File: src/rtl/decode_pkg.sv
// decode_pkg: shared uop format, opcode map, ALU op codes and opcode classification for the decode stage.
// Field layout is fixed to the 16-bit ISA with 8 architectural registers:
//   [15:12] opcode  [11:9] ra  [8:6] rb  [5:3] rc  [2] cmp  [1:0] cz
//   I-type imm = sext([5:0]); J-type imm = sext([8:0]) (LHI: [8:0] << 7).
package decode_pkg;
  localparam int ILEN = 16;
  localparam int REG_W = 3;
  localparam logic [3:0] OP_ADI = 4'b0000, OP_ADD = 4'b0001, OP_NDU = 4'b0010, OP_LHI = 4'b0011,
                         OP_LW  = 4'b0100, OP_SW  = 4'b0101, OP_LM  = 4'b0110, OP_SM  = 4'b0111,
                         OP_BEQ = 4'b1000, OP_BLT = 4'b1001, OP_JAL = 4'b1100, OP_JLR = 4'b1101,
                         OP_JRI = 4'b1111;
  localparam logic [2:0] ALU_ADD = 3'd0, ALU_NAND = 3'd1, ALU_SUB = 3'd2, ALU_SLT = 3'd3, ALU_PASS = 3'd4;
  typedef enum logic [1:0] {CLS_NONE, CLS_R, CLS_I, CLS_J} cls_t;
  typedef struct packed {
    logic [3:0]       opcode;
    logic [REG_W-1:0] ra;
    logic [REG_W-1:0] rb;
    logic [REG_W-1:0] rc;
    logic [ILEN-1:0]  imm;
    logic [ILEN-1:0]  pc;
    logic             alu_en;
    logic [2:0]       alu_op;
    logic             mem_rd;
    logic             mem_wr;
    logic             reg_wr;
    logic [REG_W-1:0] dest;
    logic             branch;
    logic             jump;
    logic [1:0]       cz;
    logic             cmp;
  } uop_t;
  localparam int UOP_W = $bits(uop_t);
  function automatic cls_t op_class(input logic [3:0] op);
    return op inside {OP_ADD, OP_NDU} ? CLS_R :
           op inside {OP_ADI, OP_LW, OP_SW, OP_BEQ, OP_BLT} ? CLS_I :
           op inside {OP_LHI, OP_LM, OP_SM, OP_JAL, OP_JLR, OP_JRI} ? CLS_J : CLS_NONE;
  endfunction
endpackage

File: src/rtl/decode_stage_nw_uop.sv
// uop_decoder: combinational decode of one instruction slot into a uop_t.
// Ports: vld (slot valid), instr, pc in; uop out (all-zero when vld=0).
// Carry/zero predicates are not evaluated here: cz and cmp are passed through raw.
module uop_decoder
  import decode_pkg::*;
(
  input  logic             vld,
  input  logic [ILEN-1:0]  instr,
  input  logic [ILEN-1:0]  pc,
  output logic [UOP_W-1:0] uop
);
  logic [3:0] op;
  cls_t cls;
  uop_t u;
  assign op = instr[15:12];
  assign cls = op_class(op);
  always_comb begin
    u = '0;
    u.opcode = op;
    u.ra = instr[11:9];
    u.rb = instr[8:6];
    u.rc = instr[5:3];
    u.cmp = instr[2];
    u.cz = instr[1:0];
    u.pc = pc;
    u.imm = cls == CLS_I ? {{10{instr[5]}}, instr[5:0]} :
            op == OP_LHI ? {instr[8:0], 7'b0} :
            cls == CLS_J ? {{7{instr[8]}}, instr[8:0]} : '0;
    u.alu_en = cls == CLS_R || op inside {OP_ADI, OP_LW, OP_SW, OP_BEQ, OP_BLT, OP_LHI};
    u.alu_op = op == OP_NDU ? ALU_NAND : op == OP_BEQ ? ALU_SUB : op == OP_BLT ? ALU_SLT :
               op == OP_LHI ? ALU_PASS : ALU_ADD;
    u.mem_rd = op == OP_LW || op == OP_LM;
    u.mem_wr = op == OP_SW || op == OP_SM;
    u.branch = op == OP_BEQ || op == OP_BLT;
    u.jump = op inside {OP_JAL, OP_JLR, OP_JRI};
    // the all-zero word is a NOP even though it carries the ADI opcode
    u.reg_wr = instr != '0 && (cls == CLS_R || op inside {OP_ADI, OP_LW, OP_LHI, OP_JAL, OP_JLR});
    u.dest = !u.reg_wr ? '0 : cls == CLS_R ? instr[5:3] : op == OP_ADI ? instr[8:6] : instr[11:9];
  end
  assign uop = vld ? u : '0;
endmodule

File: src/rtl/decode_stage_nw.sv
// decode_stage_nw: WIDTH-slot decode stage with a one-group output register and intra-group dependency bits.
// Ports: clk, rst (sync, active high), flush; in_valid/in_ready/in_slot_vld/in_instr/in_pc from fetch;
//        out_valid/out_ready/out_slot_vld/out_uop/out_dep to rename.
// out_dep bit j*WIDTH+i: slot j reads the destination written by older slot i.
// Build option DECODE_STAGE_SKID_EN: registered in_ready plus a one-group skid buffer.
module decode_stage_nw
  import decode_pkg::*;
#(
  parameter int WIDTH = 2,
  parameter int XLEN = 16,
  parameter int NREG = 8
) (
  input  logic                   clk,
  input  logic                   rst,
  input  logic                   flush,
  input  logic                   in_valid,
  output logic                   in_ready,
  input  logic [WIDTH-1:0]       in_slot_vld,
  input  logic [WIDTH*XLEN-1:0]  in_instr,
  input  logic [WIDTH*XLEN-1:0]  in_pc,
  output logic                   out_valid,
  input  logic                   out_ready,
  output logic [WIDTH-1:0]       out_slot_vld,
  output logic [WIDTH*UOP_W-1:0] out_uop,
  output logic [WIDTH*WIDTH-1:0] out_dep
);
  localparam int RB = $clog2(NREG);
  if (XLEN != ILEN || RB != REG_W) begin : g_cfg
    $error("decode_pkg uop fields are fixed to XLEN=16 and NREG=8");
  end
  logic [WIDTH*UOP_W-1:0] dec;
  logic [WIDTH*WIDTH-1:0] dep;
  logic acc, drain;
  for (genvar i = 0; i < WIDTH; i++) begin : g_dec
    uop_decoder u_dec (
      .vld(in_slot_vld[i]),
      .instr(in_instr[i*XLEN +: XLEN]),
      .pc(in_pc[i*XLEN +: XLEN]),
      .uop(dec[i*UOP_W +: UOP_W])
    );
  end
  for (genvar j = 0; j < WIDTH; j++) begin : g_j
    for (genvar i = 0; i < WIDTH; i++) begin : g_i
      if (i < j) begin : g_lt
        uop_t p, c;
        assign p = dec[i*UOP_W +: UOP_W];
        assign c = dec[j*UOP_W +: UOP_W];
        // rc is only a source operand for R-type consumers
        assign dep[j*WIDTH+i] = in_slot_vld[i] && in_slot_vld[j] && p.reg_wr && p.dest != '0 &&
                                (p.dest == c.ra || p.dest == c.rb || (op_class(c.opcode) == CLS_R && p.dest == c.rc));
      end else begin : g_ge
        assign dep[j*WIDTH+i] = 1'b0;
      end
    end
  end
  assign acc = in_valid && in_ready;
  assign drain = !out_valid || out_ready;
`ifdef DECODE_STAGE_SKID_EN
  logic skid_vld, skid_nxt;
  logic [WIDTH-1:0] skid_slot;
  logic [WIDTH*UOP_W-1:0] skid_uop;
  logic [WIDTH*WIDTH-1:0] skid_dep;
  // a group is accepted only while the skid is empty, so skid and accept never compete for the output
  assign skid_nxt = !drain && (skid_vld || acc);
  always_ff @(posedge clk) begin
    if (rst) begin
      out_valid <= 1'b0;
      out_slot_vld <= '0;
      out_uop <= '0;
      out_dep <= '0;
      skid_vld <= 1'b0;
      skid_slot <= '0;
      skid_uop <= '0;
      skid_dep <= '0;
      in_ready <= 1'b1;
    end else if (flush) begin
      out_valid <= 1'b0;
      skid_vld <= 1'b0;
      in_ready <= 1'b1;
    end else begin
      skid_vld <= skid_nxt;
      in_ready <= !skid_nxt;
      if (drain) out_valid <= skid_vld || acc;
      if (drain && skid_vld) {out_slot_vld, out_uop, out_dep} <= {skid_slot, skid_uop, skid_dep};
      else if (drain && acc) {out_slot_vld, out_uop, out_dep} <= {in_slot_vld, dec, dep};
      if (!drain && acc) {skid_slot, skid_uop, skid_dep} <= {in_slot_vld, dec, dep};
    end
  end
`else
  assign in_ready = drain;
  always_ff @(posedge clk) begin
    if (rst) begin
      out_valid <= 1'b0;
      out_slot_vld <= '0;
      out_uop <= '0;
      out_dep <= '0;
    end else if (flush) begin
      out_valid <= 1'b0;
    end else if (drain) begin
      out_valid <= acc;
      if (acc) {out_slot_vld, out_uop, out_dep} <= {in_slot_vld, dec, dep};
    end
  end
`endif
endmodule

File: config.mk
export PLATFORM = sky130hd
export DESIGN_NAME = decode_stage_nw
export DESIGN_NICKNAME = d
export VERILOG_FILES = /design/src/rtl/decode_pkg.sv /design/src/rtl/decode_stage_nw_uop.sv /design/src/rtl/decode_stage_nw.sv
export SDC_FILE = /design/constraint.sdc
export NUM_CORES = 1
export LEC_CHECK = 0
export CORE_AREA = 2 2 98 123
export CTS_BUF_LIST = sky130_fd_sc_hd__clkbuf_2
export CTS_CLUSTER_DIAMETER = 120
export DETAILED_ROUTE_END_ITERATION = 8
export DIE_AREA = 0 0 100 125
export MAX_ROUTING_LAYER = met4
export PLACE_DENSITY = 0.93
export SLEW_MARGIN = 10
export SYNTH_ARGS = -nofsm -noshare
export SYNTH_HDL_FRONTEND = slang
export SYNTH_SLANG_ARGS = --single-unit
File: constraint.sdc
create_clock -name clk -period 4.3 [get_ports clk]
set_input_delay 0.43 -clock clk [delete_from_list [all_inputs] [get_ports clk]]
set_output_delay 0.43 -clock clk [all_outputs]
set_load 0.01 [all_outputs]
==> flow_results.xml <==
<?xml version="1.0" encoding="UTF-8"?>
<metrics>
  <group name="synthesis">
    <metric name="syn-mean-instance-area" unit="µm²">7.667</metric>
    <metric name="post_synth_inst_count" unit="">726</metric>
    <metric name="synth-seq-area-share" unit="%">44.59</metric>
    <metric name="number_of_enable_type_register_cells_in_the_synthesized_netlist" unit="">0</metric>
    <metric name="synth_area" unit="µm²">5567</metric>
    <metric name="synth_top_cell_area_share" unit="%">44.59</metric>
    <metric name="ys_top_cells_by_area" unit="">dfxtp_1 45%, a21oi_1 11%, nand2_1 8.1%</metric>
    <metric name="commonest_register_cell_after_synthesis" unit="">dfxtp_1</metric>
    <metric name="ys_seq_elements" unit="">124</metric>
    <metric name="netlist-cell-type-count" unit="">63</metric>
    <metric name="synthDominantAreaCellType" unit="">dfxtp_1</metric>
    <metric name="async_flop_share" unit="%">0</metric>
    <metric name="count_of_warnings_emitted_by_yosys" unit="">0</metric>
  </group>
  <group name="timing">
    <metric name="report.final.setup_viol" unit="">0</metric>
    <metric name="hold-worst-slack" unit="ns">0.3111</metric>
    <metric name="grt_setup_unrepaired" unit="">no</metric>
    <metric name="min_period" unit="ns">2.678</metric>
    <metric name="slew_violations" unit="">0</metric>
    <metric name="report.final.hold_viol_count" unit="">0</metric>
    <metric name="max_slew_margin" unit="%">30.65</metric>
    <metric name="post-route-period-util" unit="%">62.27</metric>
    <metric name="setup_total_negative_slack" unit="ns">0</metric>
    <metric name="tightestPinTransition" unit="ns">1.040</metric>
    <metric name="fmax" unit="GHz">0.3735</metric>
    <metric name="fin_worst_skew" unit="ns">0.02887</metric>
  </group>
  <group name="cells_and_area">
    <metric name="final_net_count" unit="">951</metric>
    <metric name="multi_input_comb_area" unit="µm²">2750</metric>
    <metric name="final_std_cells_w_o_fill" unit="">1031</metric>
    <metric name="fillers" unit="">946</metric>
    <metric name="syn2layout_area_growth" unit="%">38.46</metric>
    <metric name="insertedDiodeCount" unit="">0</metric>
    <metric name="register_area" unit="µm²">2482</metric>
    <metric name="final_common_cell" unit="">clkdlybuf4s50_1</metric>
    <metric name="commonest_cells_after_routing_fill_and_taps_aside" unit="">194 x clkdlybuf4s50_1, 124 x dfxtp_1, 120 x nand2_1</metric>
    <metric name="drive_gt1_share" unit="%">5.823</metric>
  </group>
  <group name="critical_path">
    <metric name="worst-r2r-cell-count" unit="">7</metric>
    <metric name="worstSetupPathDepth" unit="">8</metric>
    <metric name="path_cells" unit="">clkdlybuf4s50_1 &gt; or2_1 &gt; or2_1 &gt; mux2i_2 &gt; or2_1 &gt; o32a_1 &gt; o211a_1 &gt; o41a_1</metric>
    <metric name="slowest_stage_delay_on_critical_path" unit="ns">0.75</metric>
    <metric name="path_buf_inv" unit="">1</metric>
    <metric name="startpoint_type" unit="">primary input</metric>
    <metric name="critPathSlowestCell" unit="">clkdlybuf4s50_1</metric>
    <metric name="crit_fanout" unit="">18</metric>
    <metric name="worst_path_most_repeated_cell" unit="">or2_1</metric>
    <metric name="worst_ep_arrival_time" unit="ns">3.26</metric>
    <metric name="critical_path_class" unit="">primary input to flip-flop</metric>
    <metric name="reg2reg_slack" unit="ns">2.06</metric>
    <metric name="crit_path_start" unit="">in_instr[15]</metric>
    <metric name="worst_path_dominant_cell_family" unit="">simple AND/OR/NAND/NOR gates</metric>
    <metric name="worst_r2r_startpoint" unit="">out_valid$_SDFFE_PP0N_</metric>
    <metric name="cp.required" unit="ns">4.88</metric>
    <metric name="endpoint_kind" unit="">flip-flop</metric>
  </group>
  <group name="clocking">
    <metric name="clock_insertion_delay_worst_skew" unit="ns">0.68</metric>
    <metric name="tritoncts" unit="">done</metric>
    <metric name="cts_resized" unit="">0</metric>
    <metric name="clk_root_buffer_cell" unit="">clkbuf_2</metric>
    <metric name="post_cts_hold_buffer_count" unit="">0</metric>
    <metric name="cts_made_buffers" unit="">17</metric>
    <metric name="post-cts-setup-buffers" unit="">0</metric>
    <metric name="clk_path_buf_depth" unit="">2</metric>
    <metric name="cts.htree.levels" unit="">4</metric>
    <metric name="cts_sinks" unit="">124</metric>
    <metric name="clkTransAtPathRegs" unit="ns">0.19</metric>
  </group>
  <group name="power">
    <metric name="pwr-share-comb" unit="%">17.0</metric>
    <metric name="p_leak" unit="µW">0.002703</metric>
    <metric name="share_clk_of_total_power" unit="%">31.3</metric>
    <metric name="power_frac_seq" unit="%">51.7</metric>
    <metric name="total_power" unit="µW">2317</metric>
    <metric name="p_sw_share" unit="%">29.90</metric>
    <metric name="power_per_cell_area" unit="nW/µm²">300.6</metric>
    <metric name="p_sw" unit="µW">692.8</metric>
    <metric name="p_int" unit="µW">1624</metric>
    <metric name="power.ir.vdd_worst" unit="mV">0.1958</metric>
  </group>
  <group name="global_routing">
    <metric name="grt_pass1_vias" unit="">5573</metric>
    <metric name="use_met1" unit="%">34.04</metric>
    <metric name="met3_usage" unit="%">6.260</metric>
    <metric name="gr-max-usage-layer" unit="">met2</metric>
    <metric name="maximum_number_of_pins_on_one_net_before_global_route_repair" unit="">101</metric>
    <metric name="grt_pass1_wl" unit="µm">27790</metric>
    <metric name="antenna_violations_before_repair" unit="">0</metric>
    <metric name="grtUsageMet2" unit="%">46.54</metric>
    <metric name="global_route.overflow_total" unit="">0</metric>
    <metric name="grt_util_all_layers" unit="%">28.56</metric>
  </group>
  <group name="floorplanning">
    <metric name="core" unit="µm²">11450</metric>
    <metric name="io_pins" unit="">199</metric>
    <metric name="horizontal_die_dimension" unit="µm">100</metric>
    <metric name="floorplan.die_area" unit="µm²">12500</metric>
    <metric name="fp.dieH" unit="µm">125</metric>
    <metric name="effective_utilization_at_floorplan" unit="%">48.61</metric>
    <metric name="placement_rows" unit="">44</metric>
  </group>
  <group name="drt">
    <metric name="drt-total-wl" unit="µm">17470</metric>
    <metric name="vias" unit="">5921</metric>
    <metric name="detail_route.wl_per_cell" unit="µm">16.95</metric>
    <metric name="drtIter0Drc" unit="">396</metric>
    <metric name="detail_route.first_pass.iterations" unit="">5</metric>
    <metric name="final_antenna_net_count" unit="">0</metric>
    <metric name="via_per_inst" unit="">5.743</metric>
    <metric name="drc_errors" unit="">0</metric>
  </group>
  <group name="place">
    <metric name="placement.io_buffers" unit="">195</metric>
    <metric name="routability_cong" unit="">0.9324</metric>
    <metric name="hpwl" unit="µm">11830</metric>
    <metric name="placed_cell_count" unit="">999</metric>
  </group>
  <group name="worst_hold_path">
    <metric name="min-delay-start" unit="">in_pc[10]</metric>
    <metric name="timing.hold.worst.class" unit="">primary input to flip-flop</metric>
    <metric name="hold-path-cell-count" unit="">3</metric>
  </group>
  <group name="flow_run">
    <metric name="maxCapViolations" unit="">0</metric>
  </group>
  <group name="status">
    <metric name="run_status" unit="">finished, final reports clean</metric>
  </group>
</metrics>
cell usage after synthesis (4+ instances only):
cell,number
dfxtp_1,124
buf_2,4
a22oi_1,16
o211ai_1,6
o21ai_0,18
nand3_1,67
nor2b_1,8
buf_4,4
a2bb2oi_1,6
nor3_1,10
inv_1,15
a21oi_1,119
nor4_1,6
or3_1,4
clkbuf_1,58
nor2_1,61
nand2b_1,4
nand2_1,120
nand4_1,4
a32oi_1,4
through the flow:
stage | setup slack, ns | util, % | cell area (µm²)
2_1_floorplan | 1.764 | - | 5574
3_3_place_gp | 1.011 | 65.24 | 7471
3_5_place_dp | 0.9468 | 65.24 | 7471
4_1_cts | 1.709 | 67.31 | 7707
5_1_grt | 1.538 | 67.31 | 7707
6_report | 1.622 | 67.31 | 7707
registers in the layout, indices dropped and copies added (netlist names):
name	flops
out_dep	1
out_valid	1
out_slot_vld	2
out_uop	120
area by class of cell:
cell class / count / area share (%)
Inverter: 15 / 0.7305
Tap cell: 138 / 2.240
Clock inverter: 14 / 1.899
Clock buffer: 18 / 1.169
Timing Repair Buffer: 203 / 26.07
Sequential cell: 124 / 32.21
Multi-Input combinational cell: 519 / 35.68
routing by layer:
metal,vias to the layer above,share of wire [%]
met5,-,0
met1,2731,40
met4,0,3.0
met3,43,7.0
li1,2843,-
met2,304,50
cells by family after synthesis:
group                     count (synthesis)  synth area share [%]
xor gates and xnor gates                  3                0.6070
buffers and inverters                    85                 6.226
and+or+nand+nor                         302                 24.84
AOI/OAI and AO/OA                       205                 22.34
muxes                                     6                 1.326
other                                     1               0.06737
DFF                                     124                 44.59
worst reg2reg max path, stage by stage, from the launching register on:
cell,delay (ns)
dfxtp_1,0.35
nor2b_1,0.16
nor3b_2,0.53
buf_4,0.46
nand2_1,0.13
nor2b_1,0.32
a22oi_1,0.12
nor2_1,0.12
worst paths after layout:
kind,endpoint
min,out_uop[25]$_SDFFE_PP0P_
min reg2reg,out_uop[16]$_SDFFE_PP0P_
max,out_dep[2]$_SDFFE_PP0P_
max reg2reg,out_uop[34]$_SDFFE_PP0P_
power groups by stage:
stage | Combinational (µW) | Sequential, µW | Clock (µW)
finish | 393 | 1200 | 726
global placement | 382 | 1220 | 0
global route | 424 | 1200 | 795
detailed placement | 386 | 1220 | 0
floorplan | 190 | 1240 | 0
CTS | 388 | 1200 | 740
No activity file was read; power rests on OpenSTA's default activity.
